==> config.mk <==
export PLATFORM = sky130hd
export DESIGN_NAME = div_issue_ctrl
export DESIGN_NICKNAME = d
export VERILOG_FILES = /design/src/rtl/mdu_pkg.sv /design/src/rtl/div_result_cache.sv /design/src/rtl/div_issue_ctrl.sv
export SDC_FILE = /design/constraint.sdc
export NUM_CORES = 1
export LEC_CHECK = 0
export CORE_ASPECT_RATIO = 1.5
export CORE_MARGIN = 10
export CORE_UTILIZATION = 40
export CTS_CLUSTER_DIAMETER = 200
export DETAILED_ROUTE_END_ITERATION = 16
export GPL_TIMING_DRIVEN = 0
export PLACE_DENSITY = 0.78
export REMOVE_ABC_BUFFERS = 1
export SETUP_SLACK_MARGIN = 0.5
export SYNTH_ARGS = -nofsm -noshare
export SYNTH_HDL_FRONTEND = slang
export SYNTH_SLANG_ARGS = --single-unit
export TNS_END_PERCENT = 10
==> constraint.sdc <==
create_clock -name clk -period 3.1 [get_ports clk]
set_clock_uncertainty 0.2 [all_clocks]
set_input_delay 0.465 -clock clk [delete_from_list [all_inputs] [get_ports clk]]
set_output_delay 0.465 -clock clk [all_outputs]
set_load 0.02 [all_outputs]
==> src/rtl/mdu_pkg.sv <==
// mdu_pkg: shared encodings for the M-extension divide path.
//   F3_*        : funct3 values of the RV32M divide/remainder group.
//   div_op_e    : 2-bit opcode understood by the combinational divider
//                 (equal to funct3[1:0]).
//   div_state_e : issue-controller states.
package mdu_pkg;

  localparam logic [2:0] F3_DIV  = 3'b100;
  localparam logic [2:0] F3_DIVU = 3'b101;
  localparam logic [2:0] F3_REM  = 3'b110;
  localparam logic [2:0] F3_REMU = 3'b111;

  typedef enum logic [1:0] {
    DIV_OP_DIV  = 2'b00,
    DIV_OP_DIVU = 2'b01,
    DIV_OP_REM  = 2'b10,
    DIV_OP_REMU = 2'b11
  } div_op_e;

  typedef enum logic [1:0] {
    IDLE = 2'b00,
    WAIT = 2'b01,
    DONE = 2'b10
  } div_state_e;

  // The divider opcode is simply the low two funct3 bits.
  function automatic div_op_e f3_to_div_op(input logic [2:0] f3);
    return div_op_e'(f3[1:0]);
  endfunction

endpackage

==> src/rtl/div_result_cache.sv <==
// div_result_cache: one-entry memo of the last divider computation.
//   clk, rst_n     : clock, asynchronous active-low reset (clears the entry)
//   i_wr_en        : store {op1, op2, opcode, result} into the entry
//   i_wr_*         : values to store
//   i_lk_*         : lookup key (incoming op)
//   o_hit          : entry valid and op1/op2/opcode all equal the key
//   o_result       : stored result
module div_result_cache
  import mdu_pkg::*;
#(
  parameter int unsigned XLEN = 32
) (
  input  logic            clk,
  input  logic            rst_n,
  input  logic            i_wr_en,
  input  logic [XLEN-1:0] i_wr_op1,
  input  logic [XLEN-1:0] i_wr_op2,
  input  logic [1:0]      i_wr_opcode,
  input  logic [XLEN-1:0] i_wr_result,
  input  logic [XLEN-1:0] i_lk_op1,
  input  logic [XLEN-1:0] i_lk_op2,
  input  logic [1:0]      i_lk_opcode,
  output logic            o_hit,
  output logic [XLEN-1:0] o_result
);

  logic            r_valid;
  logic [XLEN-1:0] r_op1;
  logic [XLEN-1:0] r_op2;
  div_op_e         r_opcode;
  logic [XLEN-1:0] r_result;

  always_ff @(posedge clk or negedge rst_n) begin
    if (!rst_n) begin
      r_valid  <= 1'b0;
      r_op1    <= '0;
      r_op2    <= '0;
      r_opcode <= DIV_OP_DIV;
      r_result <= '0;
    end else if (i_wr_en) begin
      r_valid  <= 1'b1;
      r_op1    <= i_wr_op1;
      r_op2    <= i_wr_op2;
      r_opcode <= div_op_e'(i_wr_opcode);
      r_result <= i_wr_result;
    end
  end

  // Value-agnostic match: divide-by-zero and overflow results are cached
  // exactly like any other result.
  always_comb begin
    o_hit    = r_valid && (r_op1 == i_lk_op1) && (r_op2 == i_lk_op2) &&
               (r_opcode == div_op_e'(i_lk_opcode));
    o_result = r_result;
  end

endmodule

==> src/rtl/div_issue_ctrl.sv <==
// div_issue_ctrl: issue/retire controller in front of the combinational
// 32-bit divider in EX. Operands are registered so the divider is a
// DIV_LAT-cycle multicycle path; the result is handed to EX/MEM with a
// valid/ready handshake. A one-entry cache retires a repeated op at once.
//   clk, rst_n            : clock, asynchronous active-low reset
//   flush                 : kill in-flight op, back to IDLE
//   in_valid/in_ready     : op handshake from ID/EX
//   in_funct3/op1/op2/rd  : op fields
//   div_opcode/op1/op2    : registered divider inputs
//   div_result            : divider output (combinational)
//   out_valid/out_ready   : result handshake to EX/MEM
//   out_result/out_rd     : registered result and destination
//   busy                  : WAIT or DONE
module div_issue_ctrl
  import mdu_pkg::*;
#(
  parameter int unsigned DIV_LAT = 4,
  parameter int unsigned XLEN    = 32
) (
  input  logic            clk,
  input  logic            rst_n,
  input  logic            flush,
  input  logic            in_valid,
  output logic            in_ready,
  input  logic [2:0]      in_funct3,
  input  logic [XLEN-1:0] in_op1,
  input  logic [XLEN-1:0] in_op2,
  input  logic [4:0]      in_rd,
  output logic [1:0]      div_opcode,
  output logic [XLEN-1:0] div_op1,
  output logic [XLEN-1:0] div_op2,
  input  logic [XLEN-1:0] div_result,
  output logic            out_valid,
  input  logic            out_ready,
  output logic [XLEN-1:0] out_result,
  output logic [4:0]      out_rd,
  output logic            busy
);

  localparam logic [3:0] LP_LAT = 4'(DIV_LAT);

  div_state_e      r_state;
  div_state_e      w_next_state;
  logic [3:0]      r_cnt;
  logic [XLEN-1:0] r_div_op1;
  logic [XLEN-1:0] r_div_op2;
  div_op_e         r_div_opcode;
  logic [XLEN-1:0] r_out_result;
  logic [4:0]      r_out_rd;

  logic            w_accept;
  logic            w_hit;
  logic            w_wait_last;
  logic            w_cache_wr;
  logic [XLEN-1:0] w_cache_result;

  // funct3[2] is always set for this group; requiring it keeps any stray
  // non-divide encoding from ever reaching the divider.
  assign w_accept    = in_valid && (r_state == IDLE) && in_funct3[2] && !flush;
  assign w_wait_last = (r_state == WAIT) && (r_cnt == 4'd1);
  // A flushed computation is never memoised.
  assign w_cache_wr  = w_wait_last && !flush;

  div_result_cache #(
    .XLEN(XLEN)
  ) u_cache (
    .clk        (clk),
    .rst_n      (rst_n),
    .i_wr_en    (w_cache_wr),
    .i_wr_op1   (r_div_op1),
    .i_wr_op2   (r_div_op2),
    .i_wr_opcode(r_div_opcode),
    .i_wr_result(div_result),
    .i_lk_op1   (in_op1),
    .i_lk_op2   (in_op2),
    .i_lk_opcode(in_funct3[1:0]),
    .o_hit      (w_hit),
    .o_result   (w_cache_result)
  );

  always_ff @(posedge clk or negedge rst_n) begin
    if (!rst_n) r_state <= IDLE;
    else        r_state <= w_next_state;
  end

  always_comb begin
    w_next_state = r_state;
    in_ready     = 1'b0;
    out_valid    = 1'b0;
    busy         = 1'b0;
    unique case (r_state)
      IDLE: begin
        in_ready = 1'b1;
        if (w_accept) w_next_state = w_hit ? DONE : WAIT;
      end
      WAIT: begin
        busy = 1'b1;
        if (w_wait_last) w_next_state = DONE;
      end
      DONE: begin
        busy      = 1'b1;
        out_valid = 1'b1;
        if (out_ready) w_next_state = IDLE;
      end
      default: w_next_state = IDLE;
    endcase
    if (flush) w_next_state = IDLE;
  end

  always_ff @(posedge clk or negedge rst_n) begin
    if (!rst_n) begin
      r_cnt        <= '0;
      r_div_op1    <= '0;
      r_div_op2    <= '0;
      r_div_opcode <= DIV_OP_DIV;
      r_out_result <= '0;
      r_out_rd     <= '0;
    end else if (flush) begin
      r_cnt <= '0;
    end else if (w_accept) begin
      r_div_op1    <= in_op1;
      r_div_op2    <= in_op2;
      r_div_opcode <= f3_to_div_op(in_funct3);
      r_out_rd     <= in_rd;
      if (w_hit) r_out_result <= w_cache_result;
      else       r_cnt        <= LP_LAT;
    end else if (r_state == WAIT) begin
      r_cnt <= r_cnt - 4'd1;
      if (w_wait_last) r_out_result <= div_result;
    end
  end

  always_comb begin
    div_opcode = r_div_opcode;
    div_op1    = r_div_op1;
    div_op2    = r_div_op2;
    out_result = r_out_result;
    out_rd     = r_out_rd;
  end

endmodule

After elaboration in Yosys (flattened, before gate mapping)
Index checks and enable logic that the tools add are counted.

operators by class
  add/subtract/negate cells = 1
  bitwise gates (word level) = 1
  muxes and demuxes = 17
  equal/unequal tests = 11
  reductions and logical operators = 18

operators with widths
  kind                 count
  $mux 32              4
  $eq 32x32->1         2
  $mux 4               4
  $ne 3x3->1 const B   4
  $mux 2               5
  $logic_and 1x1->1    8
  $pmux 2 s3           1
  $eq 4x1->1 const B   1
  $reduce_and 2->1     2
  $reduce_and 4->1     1
  $reduce_bool 2->1    2
  $sub 4x1->4 const B  1
  $mux 1               3
  $reduce_and 3->1     1
  $reduce_bool 3->1    1
  $eq 2x1->1 const B   1
  $eq 2x2->1           1
  $eq 2x2->1 const B   1
  $logic_not 2->1      1
  $ne 2x1->1 const B   1
  $reduce_or 2->1      1
  $logic_not 1->1      1
  $not 1->1            1

word-level totals
  register bits after elaboration = 208
  input bits = 109

Depth between registers and ports, before layout
  word-level depth = 8
  mapped depth = 8
  mapped depth without buffers = 7

By module
From an unflattened synthesis, not the netlist that was laid out.

unflattened totals
  cells, all modules = 682
  area, all modules = 9069.9 um2

modules (own cells, without submodules)
  module            instances  seq. area each (um2)  cells each  area each (um2)
  div_issue_ctrl    1          2727.6                341         4665.7
  div_result_cache  1          2477.4                341         4404.2

Worst setup path after synthesis
Ideal clock, no wire load.

  path kind = register to register
  from = reg r_state[0]
  to = reg r_out_result[10] (netlist: out_result[10])
  path buffers = 1
  slack = 909 ps
  cell stages (with the launch flop) = 8
  arrival = 1868 ps
  cell sequence = dfrtp_1 inv_1 ha_1 nand3_1 nor4b_2 clkbuf_1 nand2b_1 o221a_1

on the way
  word-level cells in the longest chain between the ends = 6
  elaborated cells between the ends (all ways) = 11

ends and longest elaborated chain
  what                                                       line                   source
  from (decl)                                                div_issue_ctrl.sv:42   div_state_e r_state;
  from (signal assigned)                                     div_issue_ctrl.sv:83   else r_state <= w_next_state;
  $logic_not 2->1                                            div_issue_ctrl.sv:59   assign w_accept = in_valid && (r_state == IDLE) && in_funct3[2] && !flush;
  $logic_and 1x1->1 (3 in a row)                             div_issue_ctrl.sv:59
  $ne 2x1->1 (no line) or $reduce_bool 2->1 (tied branches)  --
  $reduce_and 4->1 (no line)                                 --
  to (signal assigned)                                       div_issue_ctrl.sv:125  if (w_hit) r_out_result <= w_cache_result;
  to (signal assigned)                                       div_issue_ctrl.sv:129  if (w_wait_last) r_out_result <= div_result;
  to (decl)                                                  div_issue_ctrl.sv:48   logic [XLEN-1:0] r_out_result;

Parallel ways exist; a longest one is shown, timed or not.
A chain may end at the register's enable or synchronous reset.

Worst setup path in the final report
  from = reg r_state[1]
  to = out busy

on the way
  word-level cells in the longest chain between the ends = 3
  elaborated cells between the ends (all ways) = 4

ends and longest elaborated chain
  what                                      line                  source
  $eq 2x1->1 or $eq 2x2->1 (tied branches)  div_issue_ctrl.sv:91  unique case (r_state)
  $reduce_or 2->1 (no line) (*)             --
  $mux 1 (*)                                div_issue_ctrl.sv:91
  to (decl)                                 div_issue_ctrl.sv:37  output logic busy

Mark *: on every way between the ends. The rest lies on a longest branch, timed or not.

==> Implementation_results.wiki <==
{| class="wikitable"
! Metric !! Value
|-
| Clock H-tree levels || 1
|-
| # setup viols final || 0
|-
| Via count of the first global-routing pass || 7465
|-
| DRC violations left || 0
|-
| Cell chosen for the clock root || clkbuf_16
|-
| Boundary Pins || 215
|-
| Cell total after placement || 1275
|-
| Final wirelength || 26.2 mm
|-
| Avg Vias per Cell || 5.17
|-
| Min-delay worst type || reg -> reg
|-
| Count of synthesis-stage warnings from yosys || 0
|-
| Type of element launching the critical path || flop
|-
| Required time of the worst setup path || 2.43 ns
|-
| Number of nets in the layout || 1146
|-
| Area of the placeable core || 22500 um^2
|-
| Antenna viol nets, final || 0
|-
| Result of the run || complete, no violations
|-
| Cell Chain, Critical Path || inv_1 > ha_1 > clkdlybuf4s50_1
|-
| Proportion of netlist area held by the largest area contributor || 56.8%
|-
| Worst slew margin relative to its limit || 40.9%
|-
| PnR Total Power || 12.3 mW
|-
| Total iterations of the first detailed-routing run || 4
|-
| CTS tree || yes
|-
| Count of flip-flops with a built-in enable after synthesis || 0
|-
| Most area-consuming cells after synthesis || dfrtp_1, mux2_2, nand2_1, xnor2_1, o221a_1
|-
| Post-synthesis to final-layout area growth || 37.1%
|-
| CP max stage delay || 0.61 ns
|-
| Post-Place Setup Slack || -0.463 ns
|-
| Effective utilization at floorplan || 40.8%
|-
| Largest fanout on the critical path || 3
|-
| Estimated wirelength of the detail-placed design || 18.5 mm
|-
| CTS sink count || 208
|-
| Total congestion overflow after global routing || 0
|-
| Floorplan die height || 205 um
|-
| Leak Pwr || 5.59 nW
|-
| Largest area contributor in the netlist || dfrtp_1
|-
| Most instantiated cells after synthesis || dfrtp_1, nand2_1, mux2_2
|-
| Horizontal die dimension || 144 um
|-
| Sequential cell area fraction in the yosys report || 56.8%
|-
| Cell type of the slowest stage on the worst timing path || clkdlybuf4s50_1
|-
| Peak ir drop on the vdd network || 0.000661 V
|-
| Mean routed wirelength per cell || 19.7 um
|-
| Worst Max-Slew Pin Slew || 0.885 ns
|-
| Pins Over Slew Limit || 0
|-
| Number of cell rows || 67
|-
| First-pass GRT wire length || 41.4 mm
|-
| Final cell count without fillers || 1327
|-
| Setup WS post-layout || 0.557 ns
|-
| Tmin final || 2.54 ns
|-
| Prevailing post-synth register cell || dfrtp_1
|-
| RSZ-0062 raised after global routing || true
|-
| Synthesized netlist cell count || 808
|-
| Final hold violation count || 0
|-
| Area enclosed by the die boundary || 29500 um^2
|-
| Pwr dens || 978 nW/um^2
|-
| Worst-Skew Late Latency || 0.50 ns
|-
| Gp weighted congestion || 0.792
|-
| Total of flip-flops plus latches after synthesis || 208
|-
| Maximum number of pins on one net before global-route repair || 111
|-
| Most frequently used cell type in the post-synthesis netlist || dfrtp_1
|-
| Post-route fraction of the period consumed by the critical path || 82.0%
|-
| Maximum frequency from static timing analysis || 393 MHz
|-
| Fraction of layout instances using a drive strength above 1 || 15.9%
|-
| Number of filler instances in the final layout || 1877
|-
| Count of cell types in the netlist || 48
|-
| Number of buffer cells added on primary ports || 214
|-
| CTS clk-pin slew, worst paths || 0.06 ns
|-
| Initial DRC Count || 319
|-
| Async set or reset register ratio after synthesis || 100%
|-
| Crit path arrival time || 1.88 ns
|-
| Maximum count of clock buffers along a single path || 3
|-
| Routed vias || 6856
|-
| # Max-Cap Violations || 0
|-
| Element type at the critical path end || output port
|-
| Gr usage total || 17.4%
|-
| Cts bufs inserted || 22
|-
| Post-synthesis cell area || 9170 um^2
|-
| Post-synthesis average cell area || 11.4 um^2
|-
| Category of the most critical setup path || reg -> out
|-
| Antenna violations before repair || 3
|}
metrics by stage:
stage	instance area, um^2	hold slack (ns)	setup TNS (ns)	utilization [%]
floorplan	8950	-0.0306	-582.34	-
global placement	11400	0.257	-2788.53	50.9
detailed placement	11700	0.261	-13.93	52.0
CTS	12600	0.266	0	55.9
global route	12600	0.305	0	56.0
finish	12600	0.268	0	56.0
critical path: cells and delay by family (launching register included):
kind	cells	cell delay [ns]
buffers and inverters	2	0.70
adders and majority gates	1	0.31
DFF	1	0.36
where the power goes:
| part | internal, mW | switching (mW) | total (mW) |
|---|---|---|---|
| combinational | 2.40 | 2.32 | 4.72 |
| clock | 1.65 | 1.08 | 2.73 |
| sequential | 3.99 | 0.854 | 4.85 |
| total | 8.04 | 4.26 | 12.3 |
area by class of cell:
| type | count | area [um^2] | area share (%) |
|---|---|---|---|
| Clock inverter | 6 | 55.1 | 0.438 |
| Multi-Input combinational cell | 535 | 3730 | 29.7 |
| Antenna cell | 3 | 7.51 | 0.0597 |
| Sequential cell | 208 | 5200 | 41.4 |
| Timing Repair Buffer | 236 | 2420 | 19.2 |
| Inverter | 29 | 109 | 0.865 |
| Clock buffer | 34 | 707 | 5.62 |
| Tap cell | 276 | 345 | 2.75 |
logic make-up after synthesis:
kind of cell / share of synthesized area [%]
buf+inv: 3.63
compound gates: 7.76
fa+ha+maj: 0.682
flops: 56.8
mux: 10.9
xor+xnor: 4.20
simple gates: 16.1
registers in the layout, summed over array words and instances, names as in the netlist, 2 cells and up:
register,cells
r_state,2
div_op2,32
u_cache.r_op2,32
u_cache.r_opcode,2
div_op1,32
r_cnt,4
u_cache.o_result,32
out_result,32
out_rd,5
u_cache.r_op1,32
div_opcode,2
routing by layer:
layer	vias up	GRT usage (%)	part of all wire (%)
met5	-	0	0
met4	0	6.36	2.7
met3	42	3.78	5.9
met2	189	30.9	52
met1	3407	20.1	40
li1	3218	-	-
cells in the final DEF, fill, tap and decap left out, types with 2 or more instances in the layout:
cell / n
clkinv_2: 5
nor2b_1: 17
clkdlybuf4s50_1: 212
buf_8: 4
and3_1: 2
xnor2_1: 38
clkbuf_16: 23
o221ai_1: 5
a2111oi_0: 3
nor4_1: 9
diode_2: 3
and4_1: 2
clkbuf_8: 9
nor2_1: 3
a32oi_1: 2
buf_12: 2
nand2b_1: 39
nand2_1: 202
nand3_4: 2
mux2_2: 87
a31o_4: 2
a21oi_1: 3
o221a_1: 30
nand3_1: 3
buf_6: 9
o22ai_1: 6
nand4_1: 16
ha_1: 5
xor2_1: 5
buf_4: 6
and4_4: 2
o21ai_0: 24
clkbuf_1: 2
dfrtp_1: 208
inv_1: 29
mux2i_1: 2
o221a_2: 2
a2111oi_2: 2
path summary, 6_finish.rpt:
path                             from  cells after the start          endpoint  slack, ns
setup / recovery           r_state[1]                      3              busy       0.56
hold / removal               r_cnt[3]                      1          r_cnt[3]       0.27
max in group asynchronous       rst_n                      3         out_rd[2]       1.33
setup reg to reg           r_state[1]                      8  u_cache.r_op1[8]       0.57
hold reg to reg              r_cnt[3]                      1          r_cnt[3]       0.27
min in group asynchronous       rst_n                      2    out_result[11]       0.37
repair_timing:
action / 4_1_cts / 5_1_grt
resized for setup: 10 / 1
endpoints found under the hold margin: 98 / 0
setup buffers: 4 / 1
hold buffers: 1 / 0
cloned: 3 / 0
pin swaps: 4 / 0
setup endpoints to repair: 131 / 41
Power figures use the tool's default switching activity.
